## config.mk

```make
export PLATFORM = sky130hd
export DESIGN_NAME = res_station_bank
export DESIGN_NICKNAME = d
export VERILOG_FILES = /design/src/rtl/res_station_bank.sv
export SDC_FILE = /design/constraint.sdc
export NUM_CORES = 1
export LEC_CHECK = 0
export CELL_PAD_IN_SITES_DETAIL_PLACEMENT = 0
export CELL_PAD_IN_SITES_GLOBAL_PLACEMENT = 1
export CORE_UTILIZATION = 36
export CTS_CLUSTER_DIAMETER = 40
export DETAILED_ROUTE_END_ITERATION = 8
export PLACE_DENSITY = 0.73
export SLEW_MARGIN = 20
export SYNTH_ARGS = -nofsm -noshare
export SYNTH_HDL_FRONTEND = slang
export SYNTH_SLANG_ARGS = --single-unit
```

## constraint.sdc

```tcl
create_clock -name Clock -period 1.57 [get_ports Clock]
set_input_delay 0.314 -clock Clock [delete_from_list [all_inputs] [get_ports Clock]]
set_output_delay 0.314 -clock Clock [all_outputs]
set_load 0.01 [all_outputs]
```

## src/rtl/res_station_bank.sv

```systemverilog
// Reservation-station bank for one functional-unit class of the Tomasulo core.
// Holds dispatched ops, snoops the CDB for pending operands and issues ready entries round-robin.
module res_station_bank #(
  parameter int unsigned DATA_W   = 16,
  parameter int unsigned TAG_W    = 3,
  parameter int unsigned NUM_RS   = 2,
  parameter int unsigned OP_W     = 3,
  parameter int unsigned TAG_BASE = 1
) (
  input  logic              Clock,
  input  logic              Reset,
  input  logic              Disp_Valid,
  output logic              Disp_Ready,
  output logic [TAG_W-1:0]  Disp_Tag,
  input  logic [OP_W-1:0]   Disp_Op,
  input  logic [DATA_W-1:0] Disp_Vj,
  input  logic [DATA_W-1:0] Disp_Vk,
  input  logic [TAG_W-1:0]  Disp_Qj,
  input  logic [TAG_W-1:0]  Disp_Qk,
  input  logic              CDB_Valid,
  input  logic [TAG_W-1:0]  CDB_Tag,
  input  logic [DATA_W-1:0] CDB_Data,
  output logic              Exec_Valid,
  input  logic              Exec_Ready,
  output logic [OP_W-1:0]   Exec_Op,
  output logic [DATA_W-1:0] Exec_A,
  output logic [DATA_W-1:0] Exec_B,
  output logic [TAG_W-1:0]  Exec_Tag,
  output logic [NUM_RS-1:0] Busy
);

  localparam int unsigned IDX_W = (NUM_RS > 1) ? $clog2(NUM_RS) : 1;

  typedef enum logic [1:0] {ST_FREE, ST_WAIT, ST_READY, ST_ISSUED} rs_state_e;

  rs_state_e         st_q [NUM_RS];
  rs_state_e         st_d [NUM_RS];
  logic [OP_W-1:0]   op_q [NUM_RS];
  logic [OP_W-1:0]   op_d [NUM_RS];
  logic [DATA_W-1:0] vj_q [NUM_RS];
  logic [DATA_W-1:0] vj_d [NUM_RS];
  logic [DATA_W-1:0] vk_q [NUM_RS];
  logic [DATA_W-1:0] vk_d [NUM_RS];
  logic [TAG_W-1:0]  qj_q [NUM_RS];
  logic [TAG_W-1:0]  qj_d [NUM_RS];
  logic [TAG_W-1:0]  qk_q [NUM_RS];
  logic [TAG_W-1:0]  qk_d [NUM_RS];

  logic [IDX_W-1:0]  rr_q, rr_d;
  logic              exec_valid_q, exec_valid_d;
  logic [OP_W-1:0]   exec_op_q, exec_op_d;
  logic [DATA_W-1:0] exec_a_q, exec_a_d;
  logic [DATA_W-1:0] exec_b_q, exec_b_d;
  logic [TAG_W-1:0]  exec_tag_q, exec_tag_d;

  logic              disp_found;
  logic [IDX_W-1:0]  disp_idx;
  logic              issue_found;
  logic [IDX_W-1:0]  issue_sel;
  int unsigned       cand;
  logic              cdb_hit;

  assign cdb_hit    = CDB_Valid && (CDB_Tag != '0);
  assign Disp_Ready = disp_found;
  assign Exec_Valid = exec_valid_q;
  assign Exec_Op    = exec_op_q;
  assign Exec_A     = exec_a_q;
  assign Exec_B     = exec_b_q;
  assign Exec_Tag   = exec_tag_q;

  // Lowest-index free station takes the next dispatch
  always_comb begin
    disp_found = 1'b0;
    disp_idx   = '0;
    Disp_Tag   = '0;
    Busy       = '0;
    for (int unsigned i = 0; i < NUM_RS; i++) begin
      Busy[i] = (st_q[IDX_W'(i)] != ST_FREE);
      if (!disp_found && st_q[IDX_W'(i)] == ST_FREE) begin
        disp_found = 1'b1;
        disp_idx   = IDX_W'(i);
        Disp_Tag   = TAG_W'(TAG_BASE + i);
      end
    end
  end

  // First ready station at or after the round-robin pointer
  always_comb begin
    issue_found = 1'b0;
    issue_sel   = '0;
    cand        = 0;
    for (int unsigned k = 0; k < NUM_RS; k++) begin
      cand = 32'(rr_q) + k;
      if (cand >= NUM_RS) cand = cand - NUM_RS;
      if (!issue_found && st_q[IDX_W'(cand)] == ST_READY) begin
        issue_found = 1'b1;
        issue_sel   = IDX_W'(cand);
      end
    end
  end

  always_comb begin
    st_d         = st_q;
    op_d         = op_q;
    vj_d         = vj_q;
    vk_d         = vk_q;
    qj_d         = qj_q;
    qk_d         = qk_q;
    rr_d         = rr_q;
    exec_valid_d = exec_valid_q;
    exec_op_d    = exec_op_q;
    exec_a_d     = exec_a_q;
    exec_b_d     = exec_b_q;
    exec_tag_d   = exec_tag_q;

    // Operand snoop on waiting stations; own-tag broadcast retires issued ones
    for (int unsigned i = 0; i < NUM_RS; i++) begin
      if (st_q[IDX_W'(i)] == ST_WAIT && cdb_hit) begin
        if (qj_q[IDX_W'(i)] == CDB_Tag) begin
          vj_d[IDX_W'(i)] = CDB_Data;
          qj_d[IDX_W'(i)] = '0;
        end
        if (qk_q[IDX_W'(i)] == CDB_Tag) begin
          vk_d[IDX_W'(i)] = CDB_Data;
          qk_d[IDX_W'(i)] = '0;
        end
        if (qj_d[IDX_W'(i)] == '0 && qk_d[IDX_W'(i)] == '0) st_d[IDX_W'(i)] = ST_READY;
      end
      if (st_q[IDX_W'(i)] == ST_ISSUED && CDB_Valid && CDB_Tag == TAG_W'(TAG_BASE + i))
        st_d[IDX_W'(i)] = ST_FREE;
    end

    if (!exec_valid_q || Exec_Ready) begin
      exec_valid_d = issue_found;
      if (issue_found) begin
        exec_op_d          = op_q[issue_sel];
        exec_a_d           = vj_q[issue_sel];
        exec_b_d           = vk_q[issue_sel];
        exec_tag_d         = TAG_W'(TAG_BASE + 32'(issue_sel));
        st_d[issue_sel]    = ST_ISSUED;
        rr_d               = (32'(issue_sel) == NUM_RS - 1) ? '0 : issue_sel + IDX_W'(1);
      end
    end

    // Dispatch, capturing an operand broadcast in the same cycle
    if (Disp_Valid && disp_found) begin
      op_d[disp_idx] = Disp_Op;
      if (Disp_Qj != '0 && CDB_Valid && Disp_Qj == CDB_Tag) begin
        vj_d[disp_idx] = CDB_Data;
        qj_d[disp_idx] = '0;
      end else begin
        vj_d[disp_idx] = Disp_Vj;
        qj_d[disp_idx] = Disp_Qj;
      end
      if (Disp_Qk != '0 && CDB_Valid && Disp_Qk == CDB_Tag) begin
        vk_d[disp_idx] = CDB_Data;
        qk_d[disp_idx] = '0;
      end else begin
        vk_d[disp_idx] = Disp_Vk;
        qk_d[disp_idx] = Disp_Qk;
      end
      st_d[disp_idx] = (qj_d[disp_idx] == '0 && qk_d[disp_idx] == '0) ? ST_READY : ST_WAIT;
    end
  end

  always_ff @(posedge Clock) begin
    if (Reset) begin
      for (int unsigned i = 0; i < NUM_RS; i++) begin
        st_q[IDX_W'(i)] <= ST_FREE;
        op_q[IDX_W'(i)] <= '0;
        vj_q[IDX_W'(i)] <= '0;
        vk_q[IDX_W'(i)] <= '0;
        qj_q[IDX_W'(i)] <= '0;
        qk_q[IDX_W'(i)] <= '0;
      end
      rr_q         <= '0;
      exec_valid_q <= 1'b0;
      exec_op_q    <= '0;
      exec_a_q     <= '0;
      exec_b_q     <= '0;
      exec_tag_q   <= '0;
    end else begin
      for (int unsigned i = 0; i < NUM_RS; i++) begin
        st_q[IDX_W'(i)] <= st_d[IDX_W'(i)];
        op_q[IDX_W'(i)] <= op_d[IDX_W'(i)];
        vj_q[IDX_W'(i)] <= vj_d[IDX_W'(i)];
        vk_q[IDX_W'(i)] <= vk_d[IDX_W'(i)];
        qj_q[IDX_W'(i)] <= qj_d[IDX_W'(i)];
        qk_q[IDX_W'(i)] <= qk_d[IDX_W'(i)];
      end
      rr_q         <= rr_d;
      exec_valid_q <= exec_valid_d;
      exec_op_q    <= exec_op_d;
      exec_a_q     <= exec_a_d;
      exec_b_q     <= exec_b_d;
      exec_tag_q   <= exec_tag_d;
    end
  end

endmodule

```

==> impl_metrics.json, run 1 <==
{
  "grt_usage_pct": 25.3,
  "final.setup.worst_slack_ns": -0.0333,
  "netlist_instances": 611,
  "port_buffers": 107,
  "ys_types": 53,
  "worstSetupPathType": "reg2reg",
  "yosysWarnings": 0,
  "drtPass1Iterations": 6,
  "antenna_left": 0,
  "rsz0062_at_grt": "true",
  "cts_made_buffers": 17,
  "ys.flop_type": "dfxtp_1",
  "grt_pass1_wl_um": 31700,
  "wl_um": 22100,
  "cts_max_path_buffers": 2,
  "start_kind": "flop",
  "synth_area_um2": 5870,
  "rows": 46,
  "arrival_ns": 1.96,
  "syn_area_per_cell_um2": 9.61,
  "final_layout_size_suffix_gt1_share_pct": 30.3,
  "cts.sinks": 124,
  "hold_buffers": 0,
  "fin_nets": 847,
  "first_global_vias": 5883,
  "antenna_found_initial": 0,
  "hold_violations": 0,
  "hold_class": "in2reg",
  "overflow": 0,
  "crit_required_ns": 1.92,
  "ys_seq_elements": 124,
  "worst_ir_drop_vdd_uv": 831,
  "die_h_um": 130,
  "synth-edff-count": 0,
  "power_per_cell_area_nw_per_um2": 1090,
  "root_buffer": "clkbuf_16",
  "die_x_um": 130,
  "die_area_um2": 16800,
  "diodes": 0,
  "fmax_ghz": 0.624,
  "viasPerCell": 5.85,
  "async_flop_share_pct": 0,
  "coreArea_um2": 15900,
  "via_count": 5915,
  "timing.final.crit_share_pct": 102,
  "finalClockSkew_ns": 0.0130,
  "drc": 0,
  "initial_utilization_pct": 37.0,
  "setup_viol": 18,
  "cp-end-kind": "flop",
  "hold_ws_ns": 0.335,
  "areaGrowthSynthToFinish_pct": 57.5,
  "drv_slew": 0,
  "maxCapViolCount": 0,
  "avgRoutedWirePerCell_um": 21.9,
  "crit_fanout": 5,
  "yosys.area.top_type_share_pct": 42.3,
  "yosysSeqAreaShare_pct": 42.3,
  "final_common_cell": "dfxtp_1",
  "cts_max_level": 4,
  "violations": "negative setup slack",
  "yosys.area.top_type": "dfxtp_1",
  "status": "finished, violations left",
  "fin_cells": 1011,
  "grt_max_degree": 37,
  "dp_cells": 954,
  "postLayoutCoreUtil_pct": 58.2,
  "drt_iter0_markers": 461,
  "synth_area_leaders": "dfxtp_1 42%, mux2i_1 16%, o22ai_1 6.9%, a222oi_1 6.0%, nor2_1 3.6%",
  "dp_hpwl_um": 12800,
  "ios": 110,
  "leakage_nw": 3.98,
  "clk_pin_slew_worst_paths_ns": 0.06,
  "clock_latency_ns": 0.42,
  "final_cell_mix": "115 x dfxtp_1, 67 x mux2i_1, 66 x buf_4",
  "cts_tree": "yes",
  "fin_crit_ns": 1.60,
  "detailedPlace.worstSlack_ns": -0.837,
  "gp_congestion": 0.851
}
[worst max-delay path, stage by stage (launching register included)]
cell and delay, ns:
dfxtp_4 0.36, buf_6 0.13, nor3_4 0.24, nand4_1 0.15
buf_6 0.17, clkbuf_16 0.17, mux2i_4 0.18, o22ai_2 0.12
[synthesized netlist by cell type (2+ instances only)]
master / instances
a211oi_1: 4
a21oi_1: 18
a21oi_2: 2
a221o_1: 2
a222oi_1: 35
a31o_1: 2
a31oi_1: 15
and2_1: 2
and3_1: 3
buf_1: 7
buf_2: 15
buf_4: 12
buf_6: 9
clkbuf_1: 20
dfxtp_1: 124
inv_1: 5
mux2i_1: 96
nand2_1: 26
nand2b_1: 6
nand3_1: 6
nand3b_1: 2
nand4_1: 4
nor2_1: 57
nor2_2: 2
nor3_1: 5
nor3_2: 3
nor3b_1: 10
nor4_1: 2
nor4bb_1: 4
o21ai_0: 2
o21ai_1: 7
o21bai_1: 2
o22ai_1: 65
or2_1: 2
or3_1: 2
xnor2_1: 16
[through the flow]
step / setup TNS (ns) / cell area, um2 / total power (W)
6_report: -0.264 / 9250 / 0.0101
3_3_place_gp: -64.70 / 7610 / 0.00548
5_1_grt: -3.28 / 9250 / 0.0105
2_1_floorplan: -0.494 / 5900 / 0.00458
3_5_place_dp: -69.21 / 7610 / 0.00552
4_1_cts: -0.889 / 8680 / 0.00988
[kinds of logic after synthesis]
| logic type | share of synthesized area (%) |
|---|---|
| AO/OA/AOI/OAI | 20.4 |
| AND/OR/NAND/NOR | 11.8 |
| flip-flops | 42.3 |
| multiplexers | 16.4 |
| buffers and inverters | 6.73 |
| XOR/XNOR | 2.39 |
| other | 0.0638 |
[final cells by class]
type	instances	area (um2)
well taps	216	270
repair buffers	215	2290
clock inverters	13	188
inverters	6	22.5
clock buffers	19	453
multi-input cells	418	3520
fillers	1384	6640
flip-flops and latches	124	2510
[power by group]
part / switching (W) / leakage (nW) / internal, W
clock: 0.00149 / 0.306 / 0.00275
sequential: 0.000176 / 1.01 / 0.00339
combinational: 0.00114 / 2.66 / 0.00114
total: 0.00281 / 3.98 / 0.00728
[flip-flops by register name (all words and copies together), names as in the netlist]
signal / cells
Exec_Op: 3
Exec_Tag: 1
vj_q: 32
vk_q: 32
Exec_Valid: 1
rr_q: 1
op_q: 6
qk_q: 6
Exec_A: 16
qj_q: 6
st_q: 4
Exec_B: 16
[final timing paths]
| kind | from | to | slack, ns | cells after the start |
|---|---|---|---|---|
| worst max register to register | st_q[3]$_SDFF_PP0_ | vj_q[29]$_SDFF_PP0_ | -0.03 | 7 |
| worst min register to register | op_q[2]$_SDFFE_PP0P_ | op_q[2]$_SDFFE_PP0P_ | 0.46 | 2 |
| worst max-delay path | st_q[3]$_SDFF_PP0_ | vj_q[29]$_SDFF_PP0_ | -0.03 | 7 |
| worst min-delay path | Reset | st_q[1]$_SDFF_PP0_ | 0.33 | 3 |
[per-layer routing]
layer	track usage [%]	vias to the layer above	wire length (um)	share of wire (%)
met4	11.6	0	699	3.2
met2	42.8	273	10600	48
met1	30.9	2917	9360	42
met5	0	-	0	0
met3	5.41	49	1490	6.7
li1	-	2676	-	-
[repair_timing]
item | CTS | global route
setup buffers | 8 | 3
resized for setup | 131 | 90
pin swaps | 9 | 57
gates cloned | 7 | 9
endpoints found under the setup margin | 138 | 117
No activity file was read; power rests on OpenSTA's default activity.
==> run 2: changes to the inputs <==
--- a/config.mk
+++ b/config.mk
@@ -5,12 +5,14 @@
 export SDC_FILE = /design/constraint.sdc
 export NUM_CORES = 1
 export LEC_CHECK = 0
+export ABC_AREA = 1
 export CELL_PAD_IN_SITES_DETAIL_PLACEMENT = 0
 export CELL_PAD_IN_SITES_GLOBAL_PLACEMENT = 1
-export CORE_UTILIZATION = 36
+export CORE_UTILIZATION = 35
 export CTS_CLUSTER_DIAMETER = 40
 export DETAILED_ROUTE_END_ITERATION = 8
-export PLACE_DENSITY = 0.73
+export PLACE_DENSITY = 0.75
+export RECOVER_POWER = 100
 export SLEW_MARGIN = 20
 export SYNTH_ARGS = -nofsm -noshare
 export SYNTH_HDL_FRONTEND = slang
==> run 2 against run 1 <==
Maximum frequency decreased by 1.3%. Routed wire length increased by 22%. Worst setup slack got worse by 0.021 ns. Critical path depth increased by 3. The flow still finishes with violations (negative setup slack). Register-to-register slack got worse by 0.02 ns. Flip-flop and latch count unchanged. Utilization decreased by 7.6 points.
==> impl_metrics.json, run 2 <==
{
  "synth_area_leaders": "dfxtp_1 34%, nand2_1 20%, nand3_1 10%, a21oi_1 5.7%, inv_1 4.7%",
  "status": "finished, violations left",
  "ios": 110,
  "fin_crit_ns": 1.62,
  "yosysWarnings": 0,
  "drc": 0,
  "synth_most_common_cell": "nand2_1",
  "timing.final.crit_share_pct": 103,
  "power_per_cell_area_nw_per_um2": 1620,
  "dp_hpwl_um": 18700,
  "arrival_ns": 1.98,
  "fin_nets": 1367,
  "wl_um": 27100,
  "grt_usage_pct": 25.1,
  "dp_cells": 1537,
  "clk_pin_slew_worst_paths_ns": 0.06,
  "netlist_instances": 1149,
  "root_buffer": "clkbuf_16",
  "finalClockSkew_ns": 0.00676,
  "hold_buffers": 0,
  "seqCellArea_um2": 2490,
  "cts_max_level": 4,
  "yosys.area.top_type_share_pct": 34.1,
  "ys_types": 34,
  "cts_tree": "yes",
  "via_count": 8285,
  "cts.sinks": 124,
  "synth-edff-count": 0,
  "avgRoutedWirePerCell_um": 17.1,
  "final_common_cell": "nand2_1",
  "final_layout_size_suffix_gt1_share_pct": 17.8,
  "diodes": 0,
  "die_x_um": 146,
  "hold_ws_ns": 0.119,
  "clock_latency_ns": 0.42,
  "die_h_um": 146,
  "tns_ns": -0.426,
  "drv_slew": 0,
  "worstSetupPathType": "reg2reg",
  "ys.flop_type": "dfxtp_1",
  "gp_congestion": 0.900,
  "final.setup.worst_slack_ns": -0.0545,
  "coreArea_um2": 20300,
  "multi_input_area_um2": 4250,
  "cts_max_path_buffers": 2,
  "overflow": 0,
  "final_cell_mix": "382 x nand2_1, 122 x nand3_1, 120 x dfxtp_1",
  "rows": 52,
  "yosysSeqAreaShare_pct": 34.1,
  "grt_pass1_wl_um": 41900,
  "areaGrowthSynthToFinish_pct": 41.0,
  "synth_area_um2": 7290,
  "drt_iter0_markers": 619,
  "leakage_nw": 4.41,
  "ys_seq_elements": 124,
  "drtPass1Iterations": 5,
  "port_buffers": 107,
  "die_area_um2": 21400,
  "initial_utilization_pct": 35.9,
  "viasPerCell": 5.24,
  "first_global_vias": 7653,
  "worst_ir_drop_vdd_uv": 926,
  "setup_viol": 16,
  "hold_violations": 0,
  "antenna_found_initial": 0,
  "violations": "negative setup slack",
  "synth_commonest_cells": "389 x nand2_1, 146 x nand3_1, 124 x dfxtp_1",
  "crit_fanout": 7,
  "syn_area_per_cell_um2": 6.34,
  "largest_registers": "vj_q: 32 flops, vk_q: 32 flops",
  "fmax_ghz": 0.616,
  "fin_cells": 1582,
  "crit_required_ns": 1.92,
  "grt_max_degree": 67,
  "cts_made_buffers": 17,
  "hold_class": "in2reg",
  "cp-end-kind": "flop",
  "maxCapViolCount": 0,
  "yosys.area.top_type": "dfxtp_1",
  "antenna_left": 0,
  "start_kind": "flop",
  "rsz0062_at_grt": "true",
  "fillers": 2105,
  "async_flop_share_pct": 0
}
[run 2: changes by cell type after synthesis, moves of 19 or more]
cell | previous run | this run
nand2_1 | 26 | 389
inv_1 | 5 | 92
a31oi_1 | 15 | 35
buf_2 | 15 | 34
nor2_1 | 57 | 36
nand3_1 | 6 | 146
a222oi_1 | 35 | 0
o21bai_1 | 2 | 35
a21oi_1 | 18 | 83
o22ai_1 | 65 | 1
mux2i_1 | 96 | 0
o21ai_0 | 2 | 41
nand4_1 | 4 | 34
[run 2: layer usage]
metal  GRT usage, %  wire, um
met1           33.6     12300
met2           40.9     12400
met3           3.97      1700
met4           8.54       743
met5              0         0
[run 2: cells by family after synthesis]
| group | synth area share [%] |
|---|---|
| AOI/OAI and AO/OA | 15.7 |
| other | 0.0515 |
| DFF | 34.1 |
| buffers and inverters | 11.6 |
| xor gates and xnor gates | 1.06 |
| and+or+nand+nor | 37.5 |
[run 2: worst paths after layout]
path | startpoint | end | slack (ns) | depth (start not counted)
max | st_q[2]$_SDFF_PP0_ | vk_q[26]$_SDFF_PP0_ | -0.05 | 10
min | Reset | Exec_Op[2]$_SDFFE_PP0P_ | 0.12 | 2
max reg2reg | st_q[2]$_SDFF_PP0_ | vk_q[26]$_SDFF_PP0_ | -0.05 | 10
min reg2reg | Exec_Tag[1]$_SDFFE_PP0P_ | Exec_Tag[1]$_SDFFE_PP0P_ | 0.47 | 2
[run 2: power by group]
group	total [W]	internal, W	leakage (nW)	switching [W]
clock network	0.00387	0.00238	0.270	0.00149
logic	0.00835	0.00350	3.12	0.00485
registers	0.00445	0.00396	1.01	0.000487
[run 2: repair_timing]
| action | 4_1_cts | 5_1_grt |
|---|---|---|
| endpoints found under the setup margin | 124 | 91 |
| setup buffers | 4 | 8 |
| resized for setup | 83 | 90 |
| pin swaps | 5 | 36 |
| cloned | 1 | 3 |
[run 2: worst max-delay path, stage by stage, from the launching register on]
cell and delay [ns]:
dfxtp_2 0.34, nor2_4 0.15, inv_4 0.06, buf_6 0.12, buf_6 0.11, a21oi_4 0.13, buf_12 0.17, buf_8 0.15
buf_6 0.13, nand3_2 0.07, a21oi_1 0.14
[run 2: area by class of cell]
type / instances / area share [%]
Multi-Input combinational cell: 835 / 41.3
Sequential cell: 124 / 24.2
Timing Repair Buffer: 219 / 21.7
Clock buffer: 21 / 4.48
Inverter: 104 / 3.97
Tap cell: 270 / 3.29
Clock inverter: 8 / 0.925
Timing Repair inverter: 1 / 0.0852
[run 2: per-stage QoR]
stage | power (W) | area, um2 | utilization, % | setup slack [ns]
6_report | 0.0167 | 10300 | 50.6 | -0.0545
5_1_grt | 0.0177 | 10300 | 50.6 | -0.125
4_1_cts | 0.0160 | 9860 | 48.6 | -0.0770
3_5_place_dp | 0.0121 | 9240 | 45.5 | -0.634
3_3_place_gp | 0.0121 | 9240 | 45.5 | -0.615
2_1_floorplan | 0.00878 | 7300 | - | 0.00186
